$ cat config.mk
export PLATFORM = sky130hd
export DESIGN_NAME = bus_xfer_ctrl
export DESIGN_NICKNAME = d
export VERILOG_FILES = /design/src/rtl/bus_xfer_ctrl.sv
export SDC_FILE = /design/constraint.sdc
export NUM_CORES = 1
export LEC_CHECK = 0
export CELL_PAD_IN_SITES_DETAIL_PLACEMENT = 1
export CELL_PAD_IN_SITES_GLOBAL_PLACEMENT = 2
export CORE_MARGIN = 3
export CORE_UTILIZATION = 27
export CTS_CLUSTER_SIZE = 14
export DETAILED_ROUTE_END_ITERATION = 16
export PLACE_DENSITY_LB_ADDON = 0.1
export SETUP_SLACK_MARGIN = 0.05
export SLEW_MARGIN = 20
export SYNTH_ARGS = -nofsm -noshare
export SYNTH_HDL_FRONTEND = slang
export SYNTH_SLANG_ARGS = --single-unit
export TNS_END_PERCENT = 1
$ cat constraint.sdc
create_clock -name clk -period 1.6 [get_ports clk]
set_input_delay 0.32 -clock clk [delete_from_list [all_inputs] [get_ports clk]]
set_output_delay 0.32 -clock clk [all_outputs]
set_load 0.02 [all_outputs]
$ cat src/rtl/bus_xfer_ctrl.sv
// Bus-side initiator for the register slots on the shared tri-state data bus.
// Sequences output-enable, load/clear and release strobes for one command at a time.
module bus_xfer_ctrl #(
    parameter int unsigned N_REG = 8,
    parameter int unsigned WIDTH = 8
) (
    input  logic             clk,
    input  logic             reset,
    input  logic             req_valid,
    output logic             req_ready,
    input  logic [2:0]       req_src,
    input  logic [2:0]       req_dst,
    input  logic             req_clr,
    output logic [N_REG-1:0] out_en,
    output logic [N_REG-1:0] load,
    output logic [N_REG-1:0] clr,
    input  logic [WIDTH-1:0] bus_in,
    output logic [WIDTH-1:0] last_data,
    output logic             busy,
    output logic             done,
    output logic             err
);

    localparam int unsigned IDX_W = 3;
    localparam logic [IDX_W:0] N_REG_L = (IDX_W + 1)'(N_REG);

    typedef enum logic [1:0] {
        IDLE    = 2'd0,
        DRIVE   = 2'd1,
        LATCH   = 2'd2,
        RELEASE = 2'd3
    } state_t;

    state_t             state;
    state_t             state_nxt;
    logic [IDX_W-1:0]   src_q;
    logic [IDX_W-1:0]   dst_q;
    logic               clr_q;
    logic [N_REG-1:0]   out_en_nxt;
    logic [N_REG-1:0]   load_nxt;
    logic [N_REG-1:0]   clr_nxt;
    logic               done_nxt;
    logic               err_nxt;
    logic               accept;
    logic               bad_cmd;

    // A clear never drives the bus, so its source index is irrelevant.
    always_comb begin
        bad_cmd = ({1'b0, req_dst} >= N_REG_L)
               || (!req_clr && (({1'b0, req_src} >= N_REG_L) || (req_src == req_dst)));
    end

    // Next state and next strobe values; every output is registered below.
    always_comb begin
        state_nxt  = state;
        out_en_nxt = '0;
        load_nxt   = '0;
        clr_nxt    = '0;
        done_nxt   = 1'b0;
        err_nxt    = 1'b0;
        accept     = 1'b0;
        case (state)
            IDLE: begin
                if (req_valid && req_ready) begin
                    if (bad_cmd) begin
                        err_nxt = 1'b1;
                    end else begin
                        accept = 1'b1;
                        if (req_clr) begin
                            state_nxt = LATCH;
                            clr_nxt   = N_REG'(1) << req_dst;
                        end else begin
                            state_nxt  = DRIVE;
                            out_en_nxt = N_REG'(1) << req_src;
                        end
                    end
                end
            end
            DRIVE: begin
                state_nxt  = LATCH;
                out_en_nxt = N_REG'(1) << src_q;
                load_nxt   = N_REG'(1) << dst_q;
            end
            LATCH: begin
                state_nxt = RELEASE;
                done_nxt  = 1'b1;
            end
            RELEASE: begin
                state_nxt = IDLE;
            end
            default: begin
                state_nxt = IDLE;
            end
        endcase
    end

    // State and output registers; reset abandons any in-flight command.
    always_ff @(posedge clk) begin
        if (reset) begin
            state     <= IDLE;
            src_q     <= '0;
            dst_q     <= '0;
            clr_q     <= 1'b0;
            out_en    <= '0;
            load      <= '0;
            clr       <= '0;
            done      <= 1'b0;
            err       <= 1'b0;
            busy      <= 1'b0;
            req_ready <= 1'b1;
            last_data <= '0;
        end else begin
            state     <= state_nxt;
            out_en    <= out_en_nxt;
            load      <= load_nxt;
            clr       <= clr_nxt;
            done      <= done_nxt;
            err       <= err_nxt;
            busy      <= (state_nxt != IDLE);
            req_ready <= (state_nxt == IDLE);
            if (accept) begin
                src_q <= req_src;
                dst_q <= req_dst;
                clr_q <= req_clr;
            end
            // Bus is only trusted while the destination load is asserted.
            if (state == LATCH && !clr_q) begin
                last_data <= bus_in;
            end
        end
    end

endmodule

==> impl_results.md, run 1 <==
* Status: finished clean
* Cells on Worst Hold Path at 3
* CTS H-Tree Depth at 2
* Iter 0 DRT Violations at 45
* Peak VDD IR at between 600 and 700 uV
* Critical path class: reg2out
* First-pass GRT wire length at approximately 7700 um
* Clk pwr share at 0.237
* ANT nets after route at 0
* Syn nets at around 190
* Synth cell types at 37
* CP max stage delay at about 0.60 ns
* Post-Route WL at 4520 um
* Pwr/cell area at between 1000 and 1500 nW/um2
* GRT busiest layer: met2
* Vias per cell at about 4.7
* Reg2Reg Depth at 6
* Sequential power share at 0.402
* Die ar. at about 7200 um2
* M2 GR Usage at 0.236
* Cell Chain, Critical Path: clkdlybuf4s50_1
* Post-synth EDFFs at 0
* Core area at ~6000 um2
* Worst path top cell family by delay: buffers and inverters
* HP Start: req_dst[1]
* Post CTS Setup Buffer Count at 0
* Hpwl dp at between 3000 and 4000 um
* Grt ovf at 0
* Comb pwr share at 0.361
* Met1 Resource Use GR at 0.156
* Worst Setup Start Kind: register
* Setup_tns at 0 ns
* Top Ports at 54
* R2R Setup Slk at 0.09 ns
* Post-synthesis sequential area ratio at 0.539
* Largest net degree at the start of global routing at 15
* Sw Ratio at 0.333
* Yosys reg bits at 45
* Nets at about 270
* Wire per inst at 14.2 um
* Mean Syn Cell Area at 9.88 um2
* Post-synth top cells: 45 x dfxtp_1, 36 x nor2_1, 14 x mux2i_1, 8 x nand3_1, 6 x a21oi_1
* Multi-input gate area at approximately 800 um2
* Crit share post-route at 0.954
* Largest area contributor in the netlist: dfxtp_1
* Vias in the first global route at between 1500 and 2000
* Worst Path Arrival at 1.21 ns
* Worst slack, placed at -0.359 ns
* Pre-antenna DRT Iters at 4
* Crit-path max FO at 1
* Via count at around 1500
* Cell depth of the worst setup path at 1
* Max Fclk at around 0.66 GHz
* Worst Path Required at between 1 and 1.5 ns
* Slew @ Worst Pin at ~0.28 ns
* Num rows at 28
* Root Driver: clkbuf_8
* Post-synth ARST share at 0
* Worst R2R End: busy
* Initial antenna violation count at 0
* Top cells by area, synth: dfxtp_1 54%, mux2i_1 8.4%, nor2_1 8.1%
* # DRC at 0
* Post-Syn Area at 1670 um2
* Slew Viols, Final at 0
* Leak at approximately 1.1 nW
* Min Tclk post-route at roughly 1.5 ns
* Register Area at between 900 and 1000 um2
* Max_slew headroom at 0.812
* # setup viols final at 0
* Predominant post-synthesis flop cell: dfxtp_1
* Worst r2r src: state[1]
* Post-route cell area at ~2600 um2
* Fill count at just over 700
* Die width at roughly 85 um
* Hold WC Path Type: in2reg
* GPL Wtd Cong at ~0.74
* Most frequent cell after synthesis: dfxtp_1
* Crit. End Element: output pin
* Cell Area, Placed at ~2400 um2
* Die Y at between 80 and 90 um
* CTS tree: yes
* Internal power at around 2.3 mW
* Final hold vios at 0
* Yosys warns at 0
* All-Layer GR Usage at 0.134
* Buf/Inv on CP at 1
* # clock sinks at 45
* Final Skew at ~0.0074 ns
* Post-CTS Hold Fix Bufs at 0
* Cells after synthesis at between 150 and 200
* Max-cap violation count at 0
* Top cell type's share of synthesized area at 0.539
* RSZ-0062 raised after global routing: true
* Area delta synth->final at 54.3%
* Share of layout cells above drive strength 1 at 0.184
* Clock slew at reported path FFs at roughly 0.080 ns
* Initial Util at 0.280
* I/O Buffers at 53
* Worst setup margin at ~0.073 ns
* ANT cells at 0
* P_sw at between 1 and 1.5 mW
* Met3 Usage GRT at 0.0383
* Critical-path top delay cell: clkdlybuf4s50_1
* WHS Endpoint: clr[4]
* Worst skew pair latency at around 0.29 ns
* Clock Tree Buf Depth at 2
* TritonCTS Buffers at 5
-- state kept, by name, summed over array words and instances, names as in the netlist --
signal     flops
out_en         8
last_data      8
done           1
dst_q          3
src_q          3
state          2
busy           1
load           8
err            1
req_ready      1
clr            8
clr_q          1
-- cells by family (layout without fill, tap and decap cells) --
| kind of cell | count (synthesis) | after routing | share of synthesized area |
|---|---|---|---|
| multiplexers | 14 | 14 | 0.0839 |
| AO/OA/AOI/OAI | 17 | 17 | 0.0772 |
| flip-flops | 45 | 45 | 0.539 |
| adder cells (fa/ha/maj) | 4 | 4 | 0.0300 |
| buffers and inverters | 10 | 85 | 0.0277 |
| XOR/XNOR | 3 | 3 | 0.0157 |
| AND/OR/NAND/NOR | 76 | 76 | 0.226 |
-- stage by stage --
step / util / hold WS, ns / power (mW) / std cells
after floorplan: - / 0.397 / 2.13 / 169
after global placement: 0.406 / 0.473 / 2.59 / 312
after detailed placement: 0.406 / 0.487 / 2.64 / 312
after CTS: 0.422 / 0.509 / 3.44 / 319
after global routing: 0.433 / 0.426 / 3.71 / 319
final: 0.433 / 0.427 / 3.47 / 319
-- what timing repair did --
item                                    in CTS  in global routing
endpoints found under the setup margin      39                 52
gates resized for setup                     21                 18
pin swaps                                    0                  3
-- cell usage in the layout, fill, tap and decap left out, drive strengths merged --
master / count
a21oi: 6
a22oi: 2
a311o: 1
a311oi: 1
a31o: 1
a32oi: 1
a41o: 2
and3: 2
and4: 1
buf: 20
bufinv: 1
clkbuf: 5
clkdlybuf4s50: 29
clkinv: 1
dfxtp: 45
dlygate4sd2: 18
dlymetal6s2s: 6
ha: 4
inv: 5
mux2i: 14
nand2: 3
nand2b: 3
nand3: 9
nand3b: 1
nand4: 5
nand4b: 1
nor2: 36
nor2b: 5
nor3: 5
nor4: 1
o21ai: 1
o21bai: 1
o31ai: 1
or2: 1
or2b: 2
or3b: 1
xnor2: 3
-- how the worst max path moves through the flow --
| stage | start | endpoint |
|---|---|---|
| final | clr[2] | clr[2] |
| after global placement | req_dst[0] | busy |
| after floorplan | state[0] | clr_q |
| after detailed placement | req_dst[0] | src_q[0] |
| after global routing | state[0] | busy |
| after CTS | state[0] | busy |
-- final cells by class --
| cell class | count | area share |
|---|---|---|
| Sequential cell | 45 | 0.350 |
| Multi-Input combinational cell | 114 | 0.304 |
| Timing Repair Buffer | 73 | 0.261 |
| Tap cell | 75 | 0.0364 |
| Clock buffer | 5 | 0.0267 |
| Clock inverter | 2 | 0.0136 |
| Inverter | 5 | 0.00728 |
-- layer usage --
layer / share of wire / vias to the layer above / wire (um)
li1: - / 731 / -
met1: 0.43 / 725 / 1930
met2: 0.51 / 36 / 2310
met3: 0.048 / 6 / 218
met4: 0.013 / 0 / 61
met5: 0 / - / 0
-- power by group through the flow --
stage               Combinational, mW  Sequential [mW]  Clock (mW)
finish                           1.25             1.39       0.822
global route                     1.37             1.42       0.923
CTS                              1.19             1.38       0.865
detailed placement               1.23             1.41           0
global placement                 1.19             1.40           0
floorplan                       0.640             1.49           0
Power figures use the tool's default switching activity.
==> inputs of run 2 (changes only) <==
--- a/config.mk
+++ b/config.mk
@@ -7,6 +7,7 @@
 export LEC_CHECK = 0
 export CELL_PAD_IN_SITES_DETAIL_PLACEMENT = 1
 export CELL_PAD_IN_SITES_GLOBAL_PLACEMENT = 2
+export CORE_ASPECT_RATIO = 1.2
 export CORE_MARGIN = 3
 export CORE_UTILIZATION = 27
 export CTS_CLUSTER_SIZE = 14
==> impl_results.md, run 2 (synthesis results as in run 1) <==
* Status: finished clean
* I/O Buffers at between 50 and 60
* Via count at roughly 1500
* Post-Route WL at roughly 4600 um
* Die Y at 92.2 um
* Slew Viols, Final at 0
* Cell Chain, Critical Path: clkdlybuf4s50_1
* Share of layout cells above drive strength 1 at 0.191
* Leak at about 1.1 nW
* TritonCTS Buffers at 5
* Iter 0 DRT Violations at ~50
* Top Ports at 54
* Cells on Worst Hold Path at 3
* Pre-antenna DRT Iters at 4
* Pwr/cell area at 1360 nW/um2
* Worst R2R End: req_ready
* CP max stage delay at approximately 0.60 ns
* Total chip power at between 3 and 4 mW
* Final Skew at 0.00369 ns
* Root Driver: clkbuf_8
* Internal power at roughly 2.4 mW
* Grt ovf at 0
* ANT cells at 0
* Final hold vios at 0
* R2R Setup Slk at approximately 0.13 ns
* CTS tree: yes
* CTS H-Tree Depth at 2
* Clock Tree Buf Depth at 2
* Crit. End Element: output pin
* Commonest non-fill, non-tap cells in the layout: 43 x dfxtp_1, 35 x nor2_1, 30 x clkdlybuf4s50_1
* Worst skew pair latency at roughly 0.29 ns
* # clock sinks at between 40 and 50
* Crit-path max FO at 1
* Hold WC Path Type: in2reg
* Die ar. at just over 7000 um2
* Core area at 5820 um2
* Clk pwr share at 0.230
* M1 WL at approximately 1800 um
* Critical-path top delay cell: clkdlybuf4s50_1
* ANT nets after route at 0
* Crit share post-route at 0.956
* Largest net degree at the start of global routing at 15
* Max_slew headroom at 0.781
* Sequential power share at 0.395
* Clock slew at reported path FFs at around 0.080 ns
* Core Util, Final at 0.449
* All-Layer GR Usage at 0.132
* Met2 wire length at 2540 um
* Worst path top cell family by delay: buffers and inverters
* Crit path capture: clr[0]
* Cell depth of the worst setup path at 1
* Max Fclk at 0.654 GHz
* Peak VDD IR at between 600 and 700 uV
* Worst Path Required at between 1 and 1.5 ns
* Crit. Startpoint: clr[0]
* Slew @ Worst Pin at 0.329 ns
* GPL Wtd Cong at between 0.7 and 0.8
* Area delta synth->final at 56.4%
* Min Tclk post-route at between 1.5 and 2 ns
* Vias in the first global route at about 1600
* Critical path class: reg2out
* Worst r2r src: state[1]
* RSZ-0062 raised after global routing: true
* Nets at 263
* P_sw at about 1.2 mW
* # setup viols final at 0
* Wire per inst at 14.2 um
* # DRC at 0
* Worst Path Arrival at roughly 1.2 ns
* Met3 WL post-DR at ~230 um
* Num rows at 30
* Die width at roughly 80 um
* Vias per cell at ~4.6
* Initial Util at 0.287
* Initial antenna violation count at 0
* Worst Setup Start Kind: register
* Hold WS at around 0.46 ns
* Buf/Inv on CP at 1
* First-pass GRT wire length at about 7500 um
* Comb pwr share at 0.374
* Reg2Reg Depth at 6
* Sw Ratio at 0.334
* Most common cell after layout, fill and taps aside: dfxtp_1
* Hpwl dp at ~3600 um
* Post CTS Setup Buffer Count at 0
* Max-cap violation count at 0
* Top routing layer in use: met4
==> run 2: power groups by stage <==
| stage | clock network (mW) | logic (mW) | registers, mW |
|---|---|---|---|
| 6_report | 0.818 | 1.33 | 1.40 |
| 3_5_place_dp | 0 | 1.23 | 1.40 |
| 4_1_cts | 0.857 | 1.20 | 1.38 |
| 2_1_floorplan | 0 | 0.640 | 1.49 |
| 3_3_place_gp | 0 | 1.19 | 1.40 |
| 5_1_grt | 0.909 | 1.45 | 1.43 |
==> run 2: area by class of cell <==
type / instances / area, um2
repair buffers: 70 / 652
flip-flops and latches: 45 / 906
fillers: 674 / 3210
well taps: 80 / 100
multi-input cells: 114 / 830
clock buffers: 5 / 68.8
clock inverters: 2 / 35.0
inverters: 5 / 21.3
==> run 2: what timing repair did <==
item / CTS / global route
gates resized for setup: 19 / 27
pin swaps: 0 / 4
setup endpoints to repair: 41 / 46
hold buffers: 0 / 0
==> run 2: metrics by stage <==
stage / setup TNS [ns] / std cells / worst slack (ns) / instance area (um2)
after floorplan: 0 / 169 / 0.166 / 1670
after global placement: -5.64 / 314 / -0.346 / 2400
after detailed placement: -6.89 / 314 / -0.340 / 2400
after CTS: -0.291 / 321 / -0.0453 / 2490
after global routing: 0 / 321 / 0.00788 / 2610
final: 0 / 321 / 0.0705 / 2610
==> run 2: how the worst min path moves through the flow <==
stage,from,endpoint
after global routing,req_dst[2],clr[6]
after detailed placement,clr_q,clr_q
after CTS,clr_q,clr_q
after floorplan,req_dst[1],clr[0]
final,req_dst[0],clr[0]
after global placement,last_data[2],last_data[2]
==> run 2: per-layer routing <==
| metal | GRT usage | vias up |
|---|---|---|
| li1 | - | 726 |
| met5 | 0 | - |
| met2 | 0.243 | 33 |
| met4 | 0.0564 | 0 |
| met3 | 0.0422 | 2 |
| met1 | 0.134 | 704 |
==> run 2: worst register-to-register path, stage by stage, from the launching register on <==
cell	delay, ns
dfxtp_4	0.37
inv_2	0.07
ha_4	0.18
or3b_2	0.45
o31ai_2	0.08
a41o_1	0.17
nor2_1	0.05
==> inputs of run 3 (changes only) <==
--- a/config.mk
+++ b/config.mk
@@ -5,6 +5,7 @@
 export SDC_FILE = /design/constraint.sdc
 export NUM_CORES = 1
 export LEC_CHECK = 0
+export CAP_MARGIN = 20
 export CELL_PAD_IN_SITES_DETAIL_PLACEMENT = 1
 export CELL_PAD_IN_SITES_GLOBAL_PLACEMENT = 2
 export CORE_ASPECT_RATIO = 1.2
==> results of run 3 <==
Final layout, timing and power as in run 2 (identical DEF).
